### config.mk
export PLATFORM = sky130hd
export DESIGN_NAME = tf_stage_scheduler_flat
export DESIGN_NICKNAME = d
export VERILOG_FILES = /design/src/rtl/tf_sched_pkg.sv /design/src/rtl/tf_stage_scheduler_if.sv /design/src/rtl/tf_valid_pipe.sv /design/src/rtl/tf_stage_scheduler.sv /design/src/flat_wrapper.sv
export SDC_FILE = /design/constraint.sdc
export NUM_CORES = 1
export LEC_CHECK = 0
export ABC_AREA = 1
export BUFFER_PORTS_ARGS = -buffer_cell sky130_fd_sc_hd__buf_2
export CORE_MARGIN = 8
export CORE_UTILIZATION = 55
export DETAILED_ROUTE_END_ITERATION = 12
export PLACE_DENSITY = 0.85
export REMOVE_ABC_BUFFERS = 1
export SETUP_SLACK_MARGIN = 0.05
export SYNTH_ARGS = -nofsm -noshare
export SYNTH_HDL_FRONTEND = slang
export SYNTH_SLANG_ARGS = --single-unit
### constraint.sdc
create_clock -name clk -period 1.9 [get_ports clk]
set_input_delay 0.38 -clock clk [delete_from_list [all_inputs] [get_ports clk]]
set_output_delay 0.38 -clock clk [all_outputs]
set_load 0.01 [all_outputs]
### src/rtl/tf_sched_pkg.sv
// Shared types and constants for the twiddle-factor stage scheduler.
package tf_sched_pkg;

  localparam int FFT_LOG2N      = 13;
  localparam int TF_ADDR_LEN    = 12;
  localparam int BFLY_PER_STAGE = 4096;

  localparam logic [1:0] ST_IDLE  = 2'd0;
  localparam logic [1:0] ST_RUN   = 2'd1;
  localparam logic [1:0] ST_DRAIN = 2'd2;
  localparam logic [1:0] ST_DONE  = 2'd3;

  typedef struct packed {
    logic valid;
    logic last;
  } tf_tag_t;

endpackage

### src/rtl/tf_stage_scheduler_if.sv
// Sequencer-side request/stall and twiddle ROM strobes of the stage scheduler.
interface tf_stage_scheduler_if #(
  parameter int TF_ADDR_W = 12,
  parameter int STAGE_W   = 4
);
  logic                 start;
  logic [STAGE_W-1:0]   stage;
  logic                 stall;
  logic                 tf_en;
  logic [TF_ADDR_W-1:0] tf_addr;
  logic                 tf_valid;
  logic                 tf_last;
  logic                 busy;
  logic                 done;
  logic                 err;

  modport master (
    output start, stage, stall,
    input  tf_en, tf_addr, tf_valid, tf_last, busy, done, err
  );

  modport slave (
    input  start, stage, stall,
    output tf_en, tf_addr, tf_valid, tf_last, busy, done, err
  );
endinterface

### src/rtl/tf_valid_pipe.sv
// Free-running {valid,last} delay line matching the twiddle ROM read latency.
module tf_valid_pipe
  import tf_sched_pkg::*;
#(
  parameter int DEPTH = 1
) (
  input  logic clk,
  input  logic rst,
  input  logic i_valid,
  input  logic i_last,
  output logic o_valid,
  output logic o_last,
  output logic o_empty
);

  tf_tag_t r_pipe [DEPTH];
  logic    w_pending;

  // shift one tag per clock, never stalled
  always_ff @(posedge clk or posedge rst) begin
    if (rst) begin
      for (int k = 0; k < DEPTH; k++) begin
        r_pipe[k] <= '{valid: 1'b0, last: 1'b0};
      end
    end else begin
      r_pipe[0] <= '{valid: i_valid, last: i_last};
      for (int k = 1; k < DEPTH; k++) begin
        r_pipe[k] <= r_pipe[k-1];
      end
    end
  end

  // "empty" ignores the output stage: it retires on the next edge regardless
  always_comb begin
    w_pending = 1'b0;
    for (int k = 0; k < DEPTH - 1; k++) begin
      w_pending = w_pending | r_pipe[k].valid;
    end
  end

  assign o_empty = ~w_pending;
  assign o_valid = r_pipe[DEPTH-1].valid;
  assign o_last  = r_pipe[DEPTH-1].last;

endmodule

### src/rtl/tf_stage_scheduler.sv
// Twiddle ROM address scheduler: one stride/wrap address per non-stalled clock per FFT stage.
// Optional TF_STAGE_CHECK_EN rejects out-of-range stages (err pulse) instead of saturating them.
module tf_stage_scheduler
  import tf_sched_pkg::*;
#(
  parameter int bram_addr_len = FFT_LOG2N,
  parameter int tf_addr_len   = TF_ADDR_LEN,
  parameter int rom_latency   = 1,
  parameter int stage_len     = 4
) (
  input  logic                 clk,
  input  logic                 rst,
  tf_stage_scheduler_if.slave  tf_bus
);

  localparam logic [stage_len-1:0]   LP_N      = stage_len'(bram_addr_len);
  localparam logic [tf_addr_len-1:0] LP_J_LAST = {tf_addr_len{1'b1}};

  logic [1:0]             r_state;
  logic [1:0]             w_state_nxt;
  logic [tf_addr_len-1:0] r_j;
  logic [stage_len-1:0]   r_s_q;
  logic                   r_err;
  logic [stage_len-1:0]   w_stage_lat;
  logic [stage_len-1:0]   w_shift;
  logic                   w_bad_stage;
  logic                   w_accept;
  logic                   w_reject;
  logic                   w_en;
  logic                   w_issue_last;
  logic                   w_pipe_empty;
  logic                   w_valid;
  logic                   w_last;

  assign w_bad_stage = (tf_bus.stage == {stage_len{1'b0}}) || (tf_bus.stage > LP_N);

`ifdef TF_STAGE_CHECK_EN
  assign w_accept    = tf_bus.start && !w_bad_stage;
  assign w_reject    = tf_bus.start && w_bad_stage;
  assign w_stage_lat = tf_bus.stage;
`else
  assign w_accept = tf_bus.start;
  assign w_reject = 1'b0;

  // clamp the requested stage into 1..bram_addr_len
  always_comb begin
    w_stage_lat = tf_bus.stage;
    if (tf_bus.stage == {stage_len{1'b0}}) begin
      w_stage_lat = {{(stage_len-1){1'b0}}, 1'b1};
    end else if (tf_bus.stage > LP_N) begin
      w_stage_lat = LP_N;
    end else begin
      w_stage_lat = tf_bus.stage;
    end
  end
`endif

  assign w_en         = (r_state == ST_RUN) && !tf_bus.stall;
  assign w_issue_last = w_en && (r_j == LP_J_LAST);
  assign w_shift      = LP_N - r_s_q;

  // next-state logic
  always_comb begin
    w_state_nxt = r_state;
    case (r_state)
      ST_IDLE:  w_state_nxt = w_accept ? ST_RUN : ST_IDLE;
      ST_RUN:   w_state_nxt = w_issue_last ? ST_DRAIN : ST_RUN;
      ST_DRAIN: w_state_nxt = w_pipe_empty ? ST_DONE : ST_DRAIN;
      ST_DONE:  w_state_nxt = ST_IDLE;
      default:  w_state_nxt = ST_IDLE;
    endcase
  end

  // state, butterfly counter, latched stage and reject pulse
  always_ff @(posedge clk or posedge rst) begin
    if (rst) begin
      r_state <= ST_IDLE;
      r_j     <= {tf_addr_len{1'b0}};
      r_s_q   <= {{(stage_len-1){1'b0}}, 1'b1};
      r_err   <= 1'b0;
    end else begin
      r_state <= w_state_nxt;
      r_err   <= (r_state == ST_IDLE) && w_reject;
      if ((r_state == ST_IDLE) && w_accept) begin
        r_j   <= {tf_addr_len{1'b0}};
        r_s_q <= w_stage_lat;
      end else if (w_en) begin
        r_j   <= r_j + {{(tf_addr_len-1){1'b0}}, 1'b1};
      end else begin
        r_j   <= r_j;
      end
    end
  end

  tf_valid_pipe #(
    .DEPTH (rom_latency)
  ) u_valid_pipe (
    .clk     (clk),
    .rst     (rst),
    .i_valid (w_en),
    .i_last  (w_issue_last),
    .o_valid (w_valid),
    .o_last  (w_last),
    .o_empty (w_pipe_empty)
  );

  // high bits shifted out give the wrap every 2^(s-1) butterflies
  assign tf_bus.tf_addr  = r_j << w_shift;
  assign tf_bus.tf_en    = w_en;
  assign tf_bus.tf_valid = w_valid;
  assign tf_bus.tf_last  = w_last;
  assign tf_bus.busy     = (r_state != ST_IDLE);
  assign tf_bus.done     = (r_state == ST_DONE);
  assign tf_bus.err      = r_err;

endmodule

### src/flat_wrapper.sv
// flat-port wrapper written by rule: the top's interface ports become plain ports
module tf_stage_scheduler_flat import tf_sched_pkg::*;
#(
  parameter int bram_addr_len = FFT_LOG2N,
  parameter int tf_addr_len   = TF_ADDR_LEN,
  parameter int rom_latency   = 1,
  parameter int stage_len     = 4
)
  (clk, rst, tf_bus_start, tf_bus_stage, tf_bus_stall, tf_bus_tf_en, tf_bus_tf_addr, tf_bus_tf_valid, tf_bus_tf_last, tf_bus_busy, tf_bus_done, tf_bus_err);
  tf_stage_scheduler_if #(.TF_ADDR_W(12), .STAGE_W(4)) tf_bus_i ();
  input  logic clk;
  input  logic rst;
  input wire logic [$bits(tf_bus_i.start)-1:0] tf_bus_start;
  input wire logic [$bits(tf_bus_i.stage)-1:0] tf_bus_stage;
  input wire logic [$bits(tf_bus_i.stall)-1:0] tf_bus_stall;
  output wire logic [$bits(tf_bus_i.tf_en)-1:0] tf_bus_tf_en;
  output wire logic [$bits(tf_bus_i.tf_addr)-1:0] tf_bus_tf_addr;
  output wire logic [$bits(tf_bus_i.tf_valid)-1:0] tf_bus_tf_valid;
  output wire logic [$bits(tf_bus_i.tf_last)-1:0] tf_bus_tf_last;
  output wire logic [$bits(tf_bus_i.busy)-1:0] tf_bus_busy;
  output wire logic [$bits(tf_bus_i.done)-1:0] tf_bus_done;
  output wire logic [$bits(tf_bus_i.err)-1:0] tf_bus_err;
  assign tf_bus_i.start = tf_bus_start;
  assign tf_bus_i.stage = tf_bus_stage;
  assign tf_bus_i.stall = tf_bus_stall;
  assign tf_bus_tf_en = tf_bus_i.tf_en;
  assign tf_bus_tf_addr = tf_bus_i.tf_addr;
  assign tf_bus_tf_valid = tf_bus_i.tf_valid;
  assign tf_bus_tf_last = tf_bus_i.tf_last;
  assign tf_bus_busy = tf_bus_i.busy;
  assign tf_bus_done = tf_bus_i.done;
  assign tf_bus_err = tf_bus_i.err;
  tf_stage_scheduler #(.bram_addr_len(bram_addr_len), .tf_addr_len(tf_addr_len), .rom_latency(rom_latency), .stage_len(stage_len)) u_core (.clk(clk), .rst(rst), .tf_bus(tf_bus_i));
endmodule
* After elaboration in Yosys (flattened, before gate mapping) *
Cells that the tools add are included.

storage, ports and cells
  output and inout port bits = 18
  logic and storage cells = 28
  register bits = 20

operators by class
  shift-type cells = 1
  muxes and demuxes = 7
  add/subtract/negate cells = 2
  eq/ne operators = 4
  reduce and logical (&&, ||, !) cells = 8
  $lt $le $gt $ge = 1

operator list
  cell                     number
  $mux W12                 2
  $add A12 B1 Y12 const B  1
  $eq A12 B12 Y1 const B   1
  $shl A12 B4 Y12          1
  $mux W4                  2
  $pmux W2 S4              1
  $eq A2 B2 Y1 const B     2
  $gt A4 B4 Y1 const B     1
  $logic_not A4 Y1         1
  $reduce_bool A2 Y1       2
  $sub A4 B4 Y4 const A    1
  $logic_and A1 B1 Y1      3
  $eq A2 B1 Y1 const B     1
  $logic_not A2 Y1         1
  $mux W2                  1
  $logic_not A1 Y1         1
  $mux W1                  1

* Logic depth before layout (Yosys ltp) *
  word-level depth = 5
  depth in mapped cells = 8
  gate-level depth less buffers = 7

* Cells and area by module *
Synthesis repeated with hierarchy kept, for this count alone.

second synthesis, totals
  cell total of the unflattened synthesis = 249
  area, all modules = 1576.5 sq um

modules (own cells, without submodules)
  module              times used  cells an instance  area each (sq um)
  tf_stage_scheduler  1           244                1511.4
  tf_valid_pipe       1           5                  65.1

* Worst setup path before layout *
No wires, ideal clock.

  kind = reg2out
  start point = register u_core.r_s_q[1]
  end point = output port tf_bus_tf_addr[6]
  slack = 0.102 ns
  cell stages (with the launch flop) = 6
  data required time = 1.520 ns
  data arrival time = 1.418 ns
  path buffers = 1
  path through = dfrtp_1 ha_1 inv_1 clkbuf_1 nand3_1 a21oi_1

on the way
  longest elaborated chain between the ends = 2

ends and longest elaborated chain
  element                 RTL line                   source
  start, declared         tf_stage_scheduler.sv:22   logic [stage_len-1:0] r_s_q;
  start signal, assigned  tf_stage_scheduler.sv:79   r_s_q <= {{(stage_len-1){1'b0}}, 1'b1};
  start signal, assigned  tf_stage_scheduler.sv:86   r_s_q <= w_stage_lat;
  $sub A4 B4 Y4           tf_stage_scheduler.sv:60   assign w_shift = LP_N - r_s_q;
  $shl A12 B4 Y12         tf_stage_scheduler.sv:108  assign tf_bus.tf_addr = r_j << w_shift;
  end, declared           flat_wrapper.sv:17         output wire logic [$bits(tf_bus_i.tf_addr)-1:0] tf_bus_tf_addr;

No other way between the ends.

* Worst setup path after layout *
  start point = register u_core.r_s_q[0]
  end point = output port tf_bus_tf_addr[6]

Same word-level chain as after synthesis.

==> results.yml <==
timing:
  fin_skew_ps: 2.78
  slew_viol_final: 0
  fin_crit_sh_pct: 110
  fin_tns_setup_ps: -1830
  rsz0062_at_grt: "true"
  whs_ps: 67.9
  finalSetupViolCount: 12
  setup_ws_ps: -195
  period_needed_ps: 2100
  hold_viol: 0
  max_freq_ghz: 0.477
floorplanning:
  start_util_pct: 57.1
  die_w_um: 69.0
  core-area_um2: 2710
  die-area_um2: 4760
  rows: 19
  die_h_um: 69.0
  pin_count: 26
route:
  drcViolationCount: 0
  final_antenna_net_count: 0
  drt-total-wl_um: 3780
  viasPerCell: 5.30
  first_iter_violations: 97
  wire_per_inst_um: 12.2
  dr_total_vias: 1637
  firstDrtPassIters: 4
status:
  outcome: "finished with violations"
  violations: "negative setup slack"
pwr:
  comb_power_share_pct: 59.6
  clkPwrFrac_pct: 10.9
  power_density_nw_per_um2: 1260
  p_int_mw: 1.20
  p_leak_nw: 0.981
  totalPowerFinal_mw: 2.33
  power.switching_mw: 1.13
  ir_drop_mv: 1.15
  switching_share_pct: 48.3
  p_seq_share_pct: 29.4
global_routing:
  use_met3_pct: 3.72
  gr-total-overflow: 0
  gr-max-usage-layer: "met2"
  grt_start_max_net_pins: 21
  grt_pass1_wl_um: 6620
  grt.total_usage_pct: 15.9
  antenna_found_initial: 0
  use_met2_pct: 24.9
  use_met1_pct: 18.9
  grt_pass1_vias: 1552
finish:
  fin_cells: 309
  antenna_cells: 0
  layout-drive-gt1-share_pct: 23.4
  final_util_pct: 68.2
  syn_to_final_growth_pct: 19.5
  final_common_cell: "nand2_1"
  layout.nets: 289
  fillCellCount: 236
  final_cell_mix: "nand2_1 (76), nand3_1 (41), inv_1 (24), nor2_1 (24), buf_2 (24)"
setup_path:
  crit_path_end_kind: "primary output"
  arrival_ps: 1720
  cp.required_ps: 1520
  regToRegSetupSlack_ps: 460
  worstSetupPathType: "flop to primary output"
  crit_end: "tf_bus_tf_addr[6]"
  r2r-end: "u_core.r_state[0]"
  r2r_start: "u_core.r_j[0]"
  startpoint: "u_core.r_s_q[0]"
  crit_fanout: 11
  reg2regPathDepth: 6
  cp-start-kind: "flop"
yosys:
  synth_seq_cells: 20
  synth_area_um2: 1550
  avgSynthCellArea_um2: 6.39
  ys_warn_count: 0
  ys_seq_area_share_pct: 32.4
  ys_top_cells_by_area: "dfrtp_1 (31%), nand2_1 (19%), nand3_1 (14%)"
  netlist.area_leader.share_pct: 30.7
  ys_types: 27
  postSynthCellCount: 242
  synth_top_cell_by_area: "dfrtp_1"
clock_network:
  insertion_delay_ps: 310
  htreeDepth: 1
  root_buffer: "clkbuf_4"
  clk_path_buf_depth: 2
  clock-sinks: 20
  cts_tree: "built"
  cts_made_buffers: 3
  clk_pin_slew_ps: 110
place:
  hpwl_um: 2750
  place_inst: 295
  port_buffers: 24
  gp_congestion: 0.853
min_path:
  hold_path_class: "primary input to asynchronous set/reset pin"
run:
  maxCapViolations: 0
==> power by group through the flow <==
stage,Combinational [mW],Sequential (mW),Clock [mW]
floorplan,0.809,0.660,0
global placement,1.17,0.673,0
detailed placement,1.19,0.676,0
CTS,1.31,0.678,0.264
global route,1.58,0.696,0.275
finish,1.39,0.685,0.254
==> cell type report <==
class | count | area [um2] | area share [%]
multi-input cells | 184 | 910 | 49.2
flip-flops and latches | 20 | 502 | 27.1
clock buffers | 4 | 36.3 | 1.96
inverters | 29 | 116 | 6.30
repair buffers | 38 | 225 | 12.2
well taps | 31 | 38.8 | 2.10
repair inverters | 3 | 20.0 | 1.08
==> timing repair <==
item | 4_1_cts | 5_1_grt
setup buffers | 5 | 2
hold endpoints to repair | 0 | 0
hold buffers | 0 | 0
resized for setup | 6 | 7
cloned | 2 | 1
endpoints found under the setup margin | 12 | 12
pin swaps | 2 | 3
==> routing by layer <==
layer / wire length [um] / share of wire [%]
met2: 1790 / 47
met5: 0 / 0
met1: 1690 / 45
met3: 243 / 6.4
met4: 53 / 1.4
==> worst max-delay path: stages, from the launching register on <==
cell and delay [ps]:
dfstp_2 600, buf_4 190, nand2_1 110, nand2_1 120
nand3_1 80, a21oi_1 150, buf_2 150
==> Yosys cell counts <==
| cell type | instances |
|---|---|
| a21oi_1 | 6 |
| a31oi_1 | 1 |
| buf_2 | 1 |
| buf_4 | 4 |
| buf_6 | 1 |
| clkbuf_1 | 3 |
| conb_1 | 1 |
| dfrtp_1 | 19 |
| dfstp_2 | 1 |
| ha_1 | 2 |
| inv_1 | 27 |
| inv_2 | 2 |
| nand2_1 | 79 |
| nand3_1 | 42 |
| nand3_2 | 3 |
| nand3_4 | 1 |
| nand4_1 | 5 |
| nor2_1 | 24 |
| nor2_4 | 2 |
| nor3_1 | 4 |
| nor3b_1 | 1 |
| nor4_1 | 1 |
| o21ai_0 | 8 |
| o21ai_2 | 1 |
| o21bai_1 | 1 |
| xor2_1 | 1 |
| xor2_2 | 1 |
==> sequential cells by signal, summed over array words and instances, names as in the netlist, named ones only <==
name and flops:
u_core.r_state 1, u_core.r_s_q 4, u_core.u_valid_pipe.o_valid 1, u_core.u_valid_pipe.o_last 1
u_core.r_j 12
==> how the worst min path moves through the flow <==
stage,start,endpoint,slack [ps],depth (start not counted)
2_1_floorplan,rst,asynchronous set/reset pin,340,1
3_3_place_gp,rst,asynchronous set/reset pin,410,3
3_5_place_dp,rst,u_core.r_state[0],420,3
4_1_cts,rst,u_core.u_valid_pipe.o_last,60,3
5_1_grt,rst,u_core.u_valid_pipe.o_last,90,3
6_report,rst,u_core.u_valid_pipe.o_last,70,3
==> through the flow <==
step / instance area, um2 / worst slack (ps)
after floorplan: 1490 / -114
after detailed placement: 1700 / 147
final: 1850 / -195
after global routing: 1850 / -302
after global placement: 1700 / 171
after CTS: 1810 / -192
==> cells by family (layout without fill, tap and decap cells) <==
| kind of cell | Yosys count | in the layout | share of synthesized area [%] |
|---|---|---|---|
| xor+xnor | 2 | 2 | 1.62 |
| other cells | 1 | 1 | 0.242 |
| flops | 20 | 20 | 32.4 |
| compound gates | 17 | 17 | 5.99 |
| simple gates | 162 | 162 | 47.3 |
| fa+ha+maj | 2 | 2 | 1.62 |
| buf+inv | 38 | 74 | 10.8 |
Power figures use the tool's default switching activity.
